==> src/rtl/icdf_lut_arbiter.sv <==
// icdf_lut_arbiter: round-robin sharing of one fixed-latency ICDF_LUT among
// N_REQ requesters. One lookup per cycle is issued; a {vld,id} tag pipeline
// follows each lookup through the LUT so the returning word lands in the
// originating requester's one-entry result slot.

// Per-requester result slot: tracks the outstanding lookup and holds the result.
module icdf_res_slot #(
  parameter int ICDF_W = 16
) (
  input  logic              clk,
  input  logic              rst_n,
  input  logic              i_grant,
  input  logic              i_cap,
  input  logic [ICDF_W-1:0] i_cap_data,
  input  logic              i_consume,
  output logic              o_pending,
  output logic              o_valid,
  output logic [ICDF_W-1:0] o_data
);
  logic              r_pending;
  logic              r_valid;
  logic [ICDF_W-1:0] r_data;

  // Lookup in flight from grant until the tag reaches the end of the pipe.
  // Grant and capture never coincide: a pending requester is not eligible.
  always_ff @(posedge clk or negedge rst_n) begin
    if (!rst_n)       r_pending <= 1'b0;
    else if (i_grant) r_pending <= 1'b1;
    else if (i_cap)   r_pending <= 1'b0;
  end

  // Slot fill on capture, drain on handshake; data holds after consume.
  always_ff @(posedge clk or negedge rst_n) begin
    if (!rst_n) begin
      r_valid <= 1'b0;
      r_data  <= '0;
    end else if (i_cap) begin
      r_valid <= 1'b1;
      r_data  <= i_cap_data;
    end else if (r_valid && i_consume) begin
      r_valid <= 1'b0;
    end
  end

  assign o_pending = r_pending;
  assign o_valid   = r_valid;
  assign o_data    = r_data;
endmodule

module icdf_lut_arbiter #(
  parameter int N_REQ   = 4,
  parameter int LUT_LAT = 2,
  parameter int CDF_W   = 32,
  parameter int ICDF_W  = 16
) (
  input  logic                    clk,
  input  logic                    rst_n,
  input  logic [N_REQ-1:0]        req_valid,
  input  logic [N_REQ*CDF_W-1:0]  req_cdf,
  output logic [N_REQ-1:0]        req_ready,
  output logic [CDF_W-1:0]        lut_cdf,
  input  logic [ICDF_W-1:0]       lut_icdf,
  output logic [N_REQ-1:0]        res_valid,
  output logic [N_REQ*ICDF_W-1:0] res_icdf,
  input  logic [N_REQ-1:0]        res_ready,
  output logic                    busy
);
  localparam int IDW = (N_REQ > 1) ? $clog2(N_REQ) : 1;

  logic                     r_done;
  logic [IDW-1:0]           r_last;
  logic [CDF_W-1:0]         r_lut_cdf;
  logic [LUT_LAT:0]         r_vld_pipe;
  logic [LUT_LAT:0][IDW-1:0] r_id_pipe;

  logic [N_REQ-1:0] w_pend;
  logic [N_REQ-1:0] w_elig;
  logic [N_REQ-1:0] w_gnt;
  logic [N_REQ-1:0] w_cap;
  logic [IDW-1:0]   w_ord [N_REQ];
  logic             w_gnt_vld;
  logic [IDW-1:0]   w_gnt_id;

  // Gates eligibility for the first cycle after reset release.
  always_ff @(posedge clk or negedge rst_n) begin
    if (!rst_n) r_done <= 1'b0;
    else        r_done <= 1'b1;
  end

  assign w_elig = req_valid & ~w_pend & ~res_valid & {N_REQ{r_done}};

  // Round-robin search order starting just after the last granted index.
  always_comb begin
    for (int k = 0; k < N_REQ; k++)
      w_ord[k] = IDW'((int'(r_last) + k + 1) % N_REQ);
  end

  // First eligible requester in search order wins.
  always_comb begin
    w_gnt_vld = 1'b0;
    w_gnt_id  = '0;
    for (int k = 0; k < N_REQ; k++) begin
      if (!w_gnt_vld && w_elig[w_ord[k]]) begin
        w_gnt_vld = 1'b1;
        w_gnt_id  = w_ord[k];
      end
    end
    w_gnt = w_gnt_vld ? (N_REQ'(1) << w_gnt_id) : '0;
  end

  assign req_ready = w_gnt;

  // Pointer advances only on a real grant; reset makes index 0 first.
  always_ff @(posedge clk or negedge rst_n) begin
    if (!rst_n)         r_last <= IDW'(N_REQ - 1);
    else if (w_gnt_vld) r_last <= w_gnt_id;
  end

  // Registered LUT input; holds its value on idle cycles.
  always_ff @(posedge clk or negedge rst_n) begin
    if (!rst_n)         r_lut_cdf <= '0;
    else if (w_gnt_vld) r_lut_cdf <= req_cdf[w_gnt_id*CDF_W +: CDF_W];
  end

  assign lut_cdf = r_lut_cdf;

  // Tag pipe: stage k is visible k+1 cycles after the grant, so the last
  // stage lines up with the LUT output for that lookup.
  always_ff @(posedge clk or negedge rst_n) begin
    if (!rst_n) begin
      r_vld_pipe <= '0;
      r_id_pipe  <= '0;
    end else begin
      r_vld_pipe <= {r_vld_pipe[LUT_LAT-1:0], w_gnt_vld};
      r_id_pipe  <= {r_id_pipe[LUT_LAT-1:0], w_gnt_id};
    end
  end

  assign w_cap = r_vld_pipe[LUT_LAT] ? (N_REQ'(1) << r_id_pipe[LUT_LAT]) : '0;

  for (genvar i = 0; i < N_REQ; i++) begin : g_slot
    icdf_res_slot #(.ICDF_W(ICDF_W)) u_slot (
      .clk        (clk),
      .rst_n      (rst_n),
      .i_grant    (w_gnt[i]),
      .i_cap      (w_cap[i]),
      .i_cap_data (lut_icdf),
      .i_consume  (res_ready[i]),
      .o_pending  (w_pend[i]),
      .o_valid    (res_valid[i]),
      .o_data     (res_icdf[i*ICDF_W +: ICDF_W])
    );
  end

  assign busy = (|w_pend) | (|res_valid);
endmodule

==> config.mk <==
export PLATFORM = sky130hd
export DESIGN_NAME = icdf_lut_arbiter
export DESIGN_NICKNAME = d
export VERILOG_FILES = /design/src/rtl/icdf_lut_arbiter.sv
export SDC_FILE = /design/constraint.sdc
export NUM_CORES = 1
export LEC_CHECK = 0
export CAP_MARGIN = 15
export CORE_ASPECT_RATIO = 2
export CORE_MARGIN = 10
export CORE_UTILIZATION = 45
export DETAILED_ROUTE_END_ITERATION = 16
export GPL_ROUTABILITY_DRIVEN = 0
export HOLD_SLACK_MARGIN = 0.06
export PLACE_DENSITY = 0.87
export SLEW_MARGIN = 5
export SYNTH_ARGS = -nofsm -noshare
export SYNTH_HDL_FRONTEND = slang
export SYNTH_SLANG_ARGS = --single-unit
==> constraint.sdc <==
create_clock -name clk -period 5.3 [get_ports clk]
set_clock_uncertainty 0.1 [all_clocks]
set_input_delay 0.795 -clock clk [delete_from_list [all_inputs] [get_ports clk]]
set_output_delay 0.795 -clock clk [all_outputs]
set_load 0.03 [all_outputs]
==> flow_summary.yaml, run 1 <==
pwr:
  largest_voltage_drop_on_the_vdd_net_v: 0.000484
  total_power_mw: 5.93
  leakage_nw: 3.86
  power-per-cell-area_nw_per_um2: 676
outcome:
  status: "complete, no violations"
logic_synthesis:
  yosys_register_bits: 116
  yosys.cell_types.count: 41
  ys_warn_count: 0
  area_share_of_the_leading_cell_type_in_the_synthesized_netlist: 0.519
  mappedNetlistNets: 549
  mappedNetlistArea_um2: 5500
  synthesis.instances: 395
  synth.area.top_cells: "sky130_fd_sc_hd__dfrtp_1 52%, sky130_fd_sc_hd__mux2_2 13%, sky130_fd_sc_hd__mux2i_1 12%"
  synth.avg_cell_area_um2: 13.9
  synth_top_area_cell: "sky130_fd_sc_hd__dfrtp_1"
  synth_seq_area_share: 0.529
route:
  drt_pre_antenna_iters: 5
  routed-via-count: 4380
  vias_per_cell: 5.44
  drt.antenna.violating_nets: 0
  post_drt_wl_per_cell_um: 23.0
  drt_drc_violations_left: 0
  drt_first_iter_violations: 153
  detail_route.wirelength_um: 18500
placement:
  place_worst_setup_slack_ns: 1.12
  io_buffers: 258
  place.detailed.hpwl_um: 14200
cts:
  clock_tree.root_cell: "sky130_fd_sc_hd__clkbuf_16"
  insertion_delay_ns: 0.40
  post_cts.repair.setup_buffers: 0
  tritoncts: "done"
  postCtsResizedCells: 0
  clock_tree.htree_level_count: 4
  tritoncts_num_sinks: 116
  cts-hold-fix-buffers: 0
  numCtsBuffers: 17
  clkTransAtPathRegs_ns: 0.05
  clock_path_buffers: 2
floorplan:
  num_io_pins: 259
  dieHeight_um: 176
  core_um2: 12100
  floorplan.die.width_um: 98.2
  core.rowCount: 57
  floorplan.initialDensity: 0.456
  dieArea_um2: 17300
setup_path:
  critPathLaunchType: "input pin"
  worstSetupPathType: "input pin to primary output"
  crit_required_ns: 4.41
  worst-path-max-fanout: 11
  timing.critical_path.to_type: "primary output"
  critPathArrivalTime_ns: 3.29
grt:
  grt_antenna_before_repair: 0
  grt_pass1_vias: 5029
  grt_max_degree: 78
  gr-usage-all-layers: 0.208
  overflow: 0
  grt_first_pass_wirelength_um: 28600
timing:
  clock_period_minus_final_worst_setup_slack_ns: 4.18
  setup-tns-final_ns: 0
  max_clock_freq_ghz: 0.239
  period_share: 0.789
  report.final.hold_viol_count: 0
  worst_setup_slack_after_layout_ns: 1.12
  unrepaired_setup_endpoints_after_global_routing: "no"
  timing_max_transition_violations_final: 0
  slew_at_the_pin_with_the_worst_max_slew_slack_ns: 1.07
  finalSetupViolCount: 0
  slew_headroom: 0.285
layout:
  net_count_of_the_finished_layout: 800
  flow.area_growth_from_synthesis_pct: 59.4
  final_core_utilization: 0.727
  diodes: 0
  drive_above_1_share: 0.222
flow_run:
  number_of_maximum_capacitance_violations: 0
worst_hold_path:
  hold_path_class: "flop to flop"
==> synth_stat cells, drive strengths merged <==
library cell and count:
nand4bb 3, buf 23, a211oi 3, nand2 4, a21oi 2, a22o 4, inv 6, nand3b 2
nor3b 1, o22ai 1, nor2 36, nand3 1, and3 1, or3b 1, a211o 1, dfrtp 114
mux2i 64, nor2b 1, conb 1, nor4 3, and2 3, o21ai 7, nor3 3, mux2 64
dfstp 2, clkbuf 9, and4bb 3, a221oi 32
==> final timing paths <==
kind,startpoint,to,slack [ns],cells past startpoint
max,req_valid[0],req_ready[0],1.12,6
min,r_id_pipe[2],r_id_pipe[4],0.24,0
max reg2reg,g_slot[2].u_slot.o_valid,lut_cdf[6],2.12,6
min reg2reg,r_id_pipe[2],r_id_pipe[4],0.24,0
max in group asynchronous,rst_n,g_slot[1].u_slot.o_data[2],3.56,2
min in group asynchronous,rst_n,g_slot[0].u_slot.o_data[8],0.46,1
==> per-stage QoR <==
stage	area [um2]	hold slack (ns)	cells
2_1_floorplan	5500	0.231	395
3_3_place_gp	8070	0.232	773
3_5_place_dp	8090	0.235	774
4_1_cts	8760	0.245	805
5_1_grt	8760	0.255	805
6_report	8760	0.243	805
==> layer usage <==
metal | share of wire | GRT usage
met3 | 0.069 | 0.0681
met4 | 0.019 | 0.0594
met5 | 0 | 0
met2 | 0.57 | 0.407
met1 | 0.34 | 0.197
==> layout make-up <==
cell class	count	area, um2
fillers	796	3290
flip-flops and latches	116	2910
repair buffers	264	2630
multi-input cells	241	2340
clock buffers	17	425
clock inverters	14	250
well taps	147	184
inverters	6	22.5
==> sequential cells by signal, indices dropped and copies added (netlist names) <==
register and count:
r_done 1, r_id_pipe 6, r_last 2, g_slot.u_slot.o_pending 4, r_vld_pipe 3, lut_cdf 32
g_slot.u_slot.o_data 64, g_slot.u_slot.o_valid 4
==> kinds of logic after synthesis <==
logic type             synth area share
DFF                               0.529
AOI/OAI and AO/OA                 0.111
other                          0.000682
muxes                             0.248
buffers and inverters            0.0494
and+or+nand+nor                  0.0624
==> cell usage in the layout, fill, tap and decap left out, types with 2 or more instances in the layout <==
cell | Yosys | layout
sky130_fd_sc_hd__clkdlybuf4s50_1 | 0 | 257
sky130_fd_sc_hd__dfrtp_1 | 114 | 114
sky130_fd_sc_hd__nor2_1 | 36 | 36
sky130_fd_sc_hd__mux2_2 | 64 | 64
sky130_fd_sc_hd__nor3_1 | 2 | 2
sky130_fd_sc_hd__o21ai_1 | 2 | 2
sky130_fd_sc_hd__inv_1 | 5 | 5
sky130_fd_sc_hd__inv_6 | 0 | 3
sky130_fd_sc_hd__a221oi_2 | 32 | 32
sky130_fd_sc_hd__nor4_1 | 2 | 2
sky130_fd_sc_hd__nand4bb_1 | 3 | 3
sky130_fd_sc_hd__clkbuf_16 | 0 | 17
sky130_fd_sc_hd__nand2_1 | 4 | 4
sky130_fd_sc_hd__bufinv_16 | 0 | 6
sky130_fd_sc_hd__mux2i_1 | 64 | 64
sky130_fd_sc_hd__and2_1 | 3 | 3
sky130_fd_sc_hd__nand3b_1 | 2 | 2
sky130_fd_sc_hd__o21ai_0 | 5 | 5
sky130_fd_sc_hd__clkinv_4 | 0 | 5
sky130_fd_sc_hd__a22o_1 | 4 | 4
sky130_fd_sc_hd__buf_4 | 10 | 6
sky130_fd_sc_hd__dfstp_2 | 2 | 2
==> worst max-delay path, cell delays in order <==
cell,delay (ns)
sky130_fd_sc_hd__clkdlybuf4s50_1,0.48
sky130_fd_sc_hd__nor3b_2,0.26
sky130_fd_sc_hd__a211oi_2,0.11
sky130_fd_sc_hd__nor4_4,0.72
sky130_fd_sc_hd__and2_1,0.23
sky130_fd_sc_hd__clkdlybuf4s50_1,0.68
==> where the power goes <==
| group | internal [mW] | switching (mW) |
|---|---|---|
| Combinational | 1.36 | 1.66 |
| Sequential | 1.33 | 0.282 |
| Clock | 0.887 | 0.414 |
| Total | 3.57 | 2.36 |
No activity file was read; power rests on OpenSTA's default activity.
==> run 2: changes to the inputs <==
CORE_UTILIZATION = 37   (was 45)
PLACE_DENSITY = 0.76   (was 0.87)
clock period = 3.4 ns   (was 5.3 ns; I/O delays follow)
==> run 2 against run 1 <==
Against the previous run: sequential cell count unchanged; cell area decreased by 0.60%; cell count increased by 6.3%; critical endpoint is now req_ready[1].
==> flow_summary.yaml, run 2 (synthesis gave the netlist of run 1 again) <==
outcome:
  status: "complete, no violations"
setup_path:
  critical_path.most_common_cell: "sky130_fd_sc_hd__clkdlybuf4s50_1"
  critPathLaunchType: "input pin"
  worstSetupPathType: "input pin to primary output"
  timing.critical_path.cells: "clkdlybuf4s50_1 -> nor3b_2 -> a21oi_2 -> o22ai_1 -> a211oi_4 -> nor2_1 -> clkdlybuf4s50_1"
  timing.critical_path.to_type: "primary output"
  critPathMaxStageDelay_ns: 0.71
  critPathArrivalTime_ns: 2.58
  crit_slowest_cell: "sky130_fd_sc_hd__clkdlybuf4s50_1"
  worst-path-max-fanout: 4
  crit_required_ns: 2.79
floorplan:
  floorplan.die.width_um: 106
  dieHeight_um: 192
  floorplan.initialDensity: 0.373
  dieArea_um2: 20400
  num_io_pins: 259
  core.rowCount: 63
  core_um2: 14700
timing:
  unrepaired_setup_endpoints_after_global_routing: "no"
  timing_max_transition_violations_final: 0
  setup-tns-final_ns: 0
  timing.hold.ws_ns: 0.107
  max_clock_freq_ghz: 0.313
  finalSetupViolCount: 0
  worst_setup_slack_after_layout_ns: 0.208
  clock_period_minus_final_worst_setup_slack_ns: 3.19
  report.final.hold_viol_count: 0
  slew_at_the_pin_with_the_worst_max_slew_slack_ns: 1.08
  slew_headroom: 0.275
  period_share: 0.939
cts:
  insertion_delay_ns: 0.41
  clock_tree.root_cell: "sky130_fd_sc_hd__clkbuf_16"
  cts-hold-fix-buffers: 0
  clkTransAtPathRegs_ns: 0.05
  clock_path_buffers: 2
  numCtsBuffers: 17
  postCtsResizedCells: 0
  post_cts.repair.setup_buffers: 0
  clock_tree.htree_level_count: 4
  tritoncts_num_sinks: 116
  tritoncts: "done"
route:
  post_drt_wl_per_cell_um: 21.3
  routed-via-count: 4304
  drt_first_iter_violations: 110
  detail_route.wirelength_um: 18200
  drt_drc_violations_left: 0
  met3_length_um: 1400
  drt_pre_antenna_iters: 4
  routed-wl-met2_um: 10300
  detail_route.wirelength.met1_um: 6180
  drt.antenna.violating_nets: 0
  highest_layer: "met4"
  vias_per_cell: 5.03
worst_hold_path:
  hold_path_class: "input pin to asynchronous set/reset pin"
layout:
  flow.area_growth_from_synthesis_pct: 58.5
  net_count_of_the_finished_layout: 806
  instances_no_fill: 856
  final_core_utilization: 0.591
  final_cell_mix: "254 x sky130_fd_sc_hd__clkdlybuf4s50_1, 114 x sky130_fd_sc_hd__dfrtp_1, 64 x sky130_fd_sc_hd__mux2_2, 64 x sky130_fd_sc_hd__mux2i_1, 36 x sky130_fd_sc_hd__nor2_1"
  commonest_non_fill_non_tap_cell_in_the_layout: "sky130_fd_sc_hd__clkdlybuf4s50_1"
  largest_register_ff_count: 64
  diodes: 0
  drive_above_1_share: 0.227
  layout.cell_area.non_filler_um2: 8710
placement:
  dp_cells: 828
  place.detailed.hpwl_um: 14400
  dpl-instance-area_um2: 8190
  io_buffers: 258
  place_worst_setup_slack_ns: 0.174
grt:
  gr-usage-all-layers: 0.179
  grt_first_pass_wirelength_um: 28300
  grt_max_degree: 66
  overflow: 0
  grt_antenna_before_repair: 0
  grt_pass1_vias: 4894
pwr:
  leakage_nw: 3.83
  power-per-cell-area_nw_per_um2: 1000
  largest_voltage_drop_on_the_vdd_net_v: 0.000367
  total_power_mw: 8.74
flow_run:
  number_of_maximum_capacitance_violations: 0
-- run 2: cell types whose count changed in the layout (fill, tap and decap cells not counted), sizes merged --
cell	before	now
buf	7	16
bufinv	6	1
clkbuf	17	21
clkdlybuf4s50	257	254
clkinv	5	6
inv	9	6
-- run 2: metal layers --
metal | global-route usage | vias up
li1 | - | 1975
met1 | 0.175 | 2118
met2 | 0.340 | 190
met3 | 0.0592 | 21
met4 | 0.0576 | 0
met5 | 0 | -
-- run 2: path summary, 6_finish.rpt --
| path | startpoint | end | slack [ns] | cells after the start |
|---|---|---|---|---|
| worst max-delay path | req_valid[0] | req_ready[1] | 0.21 | 7 |
| worst min-delay path | rst_n | g_slot[0].u_slot.o_data[0] | 0.11 | 1 |
| worst max register to register | g_slot[0].u_slot.o_valid | lut_cdf[10] | 0.65 | 7 |
| worst min register to register | r_id_pipe[1] | r_id_pipe[3] | 0.25 | 0 |
| max in group asynchronous | rst_n | lut_cdf[31] | 2.13 | 3 |
| min in group clk | r_id_pipe[1] | r_id_pipe[3] | 0.25 | 0 |
-- run 2: cell type report --
class,count,area [um2]
Clock buffer,21,460
Clock inverter,7,60.1
Fill cell,1198,6030
Inverter,6,22.5
Multi-Input combinational cell,241,2340
Sequential cell,116,2910
Tap cell,195,244
Timing Repair Buffer,270,2680
-- run 2: power breakdown --
| group | leakage, nW | total, mW | internal [mW] | switching (mW) |
|---|---|---|---|---|
| Clock | 0.264 | 1.58 | 1.01 | 0.568 |
| Combinational | 2.23 | 4.68 | 2.12 | 2.56 |
| Sequential | 1.34 | 2.47 | 2.07 | 0.403 |
-- run 2: critical path, delay by kind of cell --
family	cells	cell delay [ns]
buffers and inverters	2	1.18
AO/OA/AOI/OAI	3	0.50
AND/OR/NAND/NOR	2	0.39
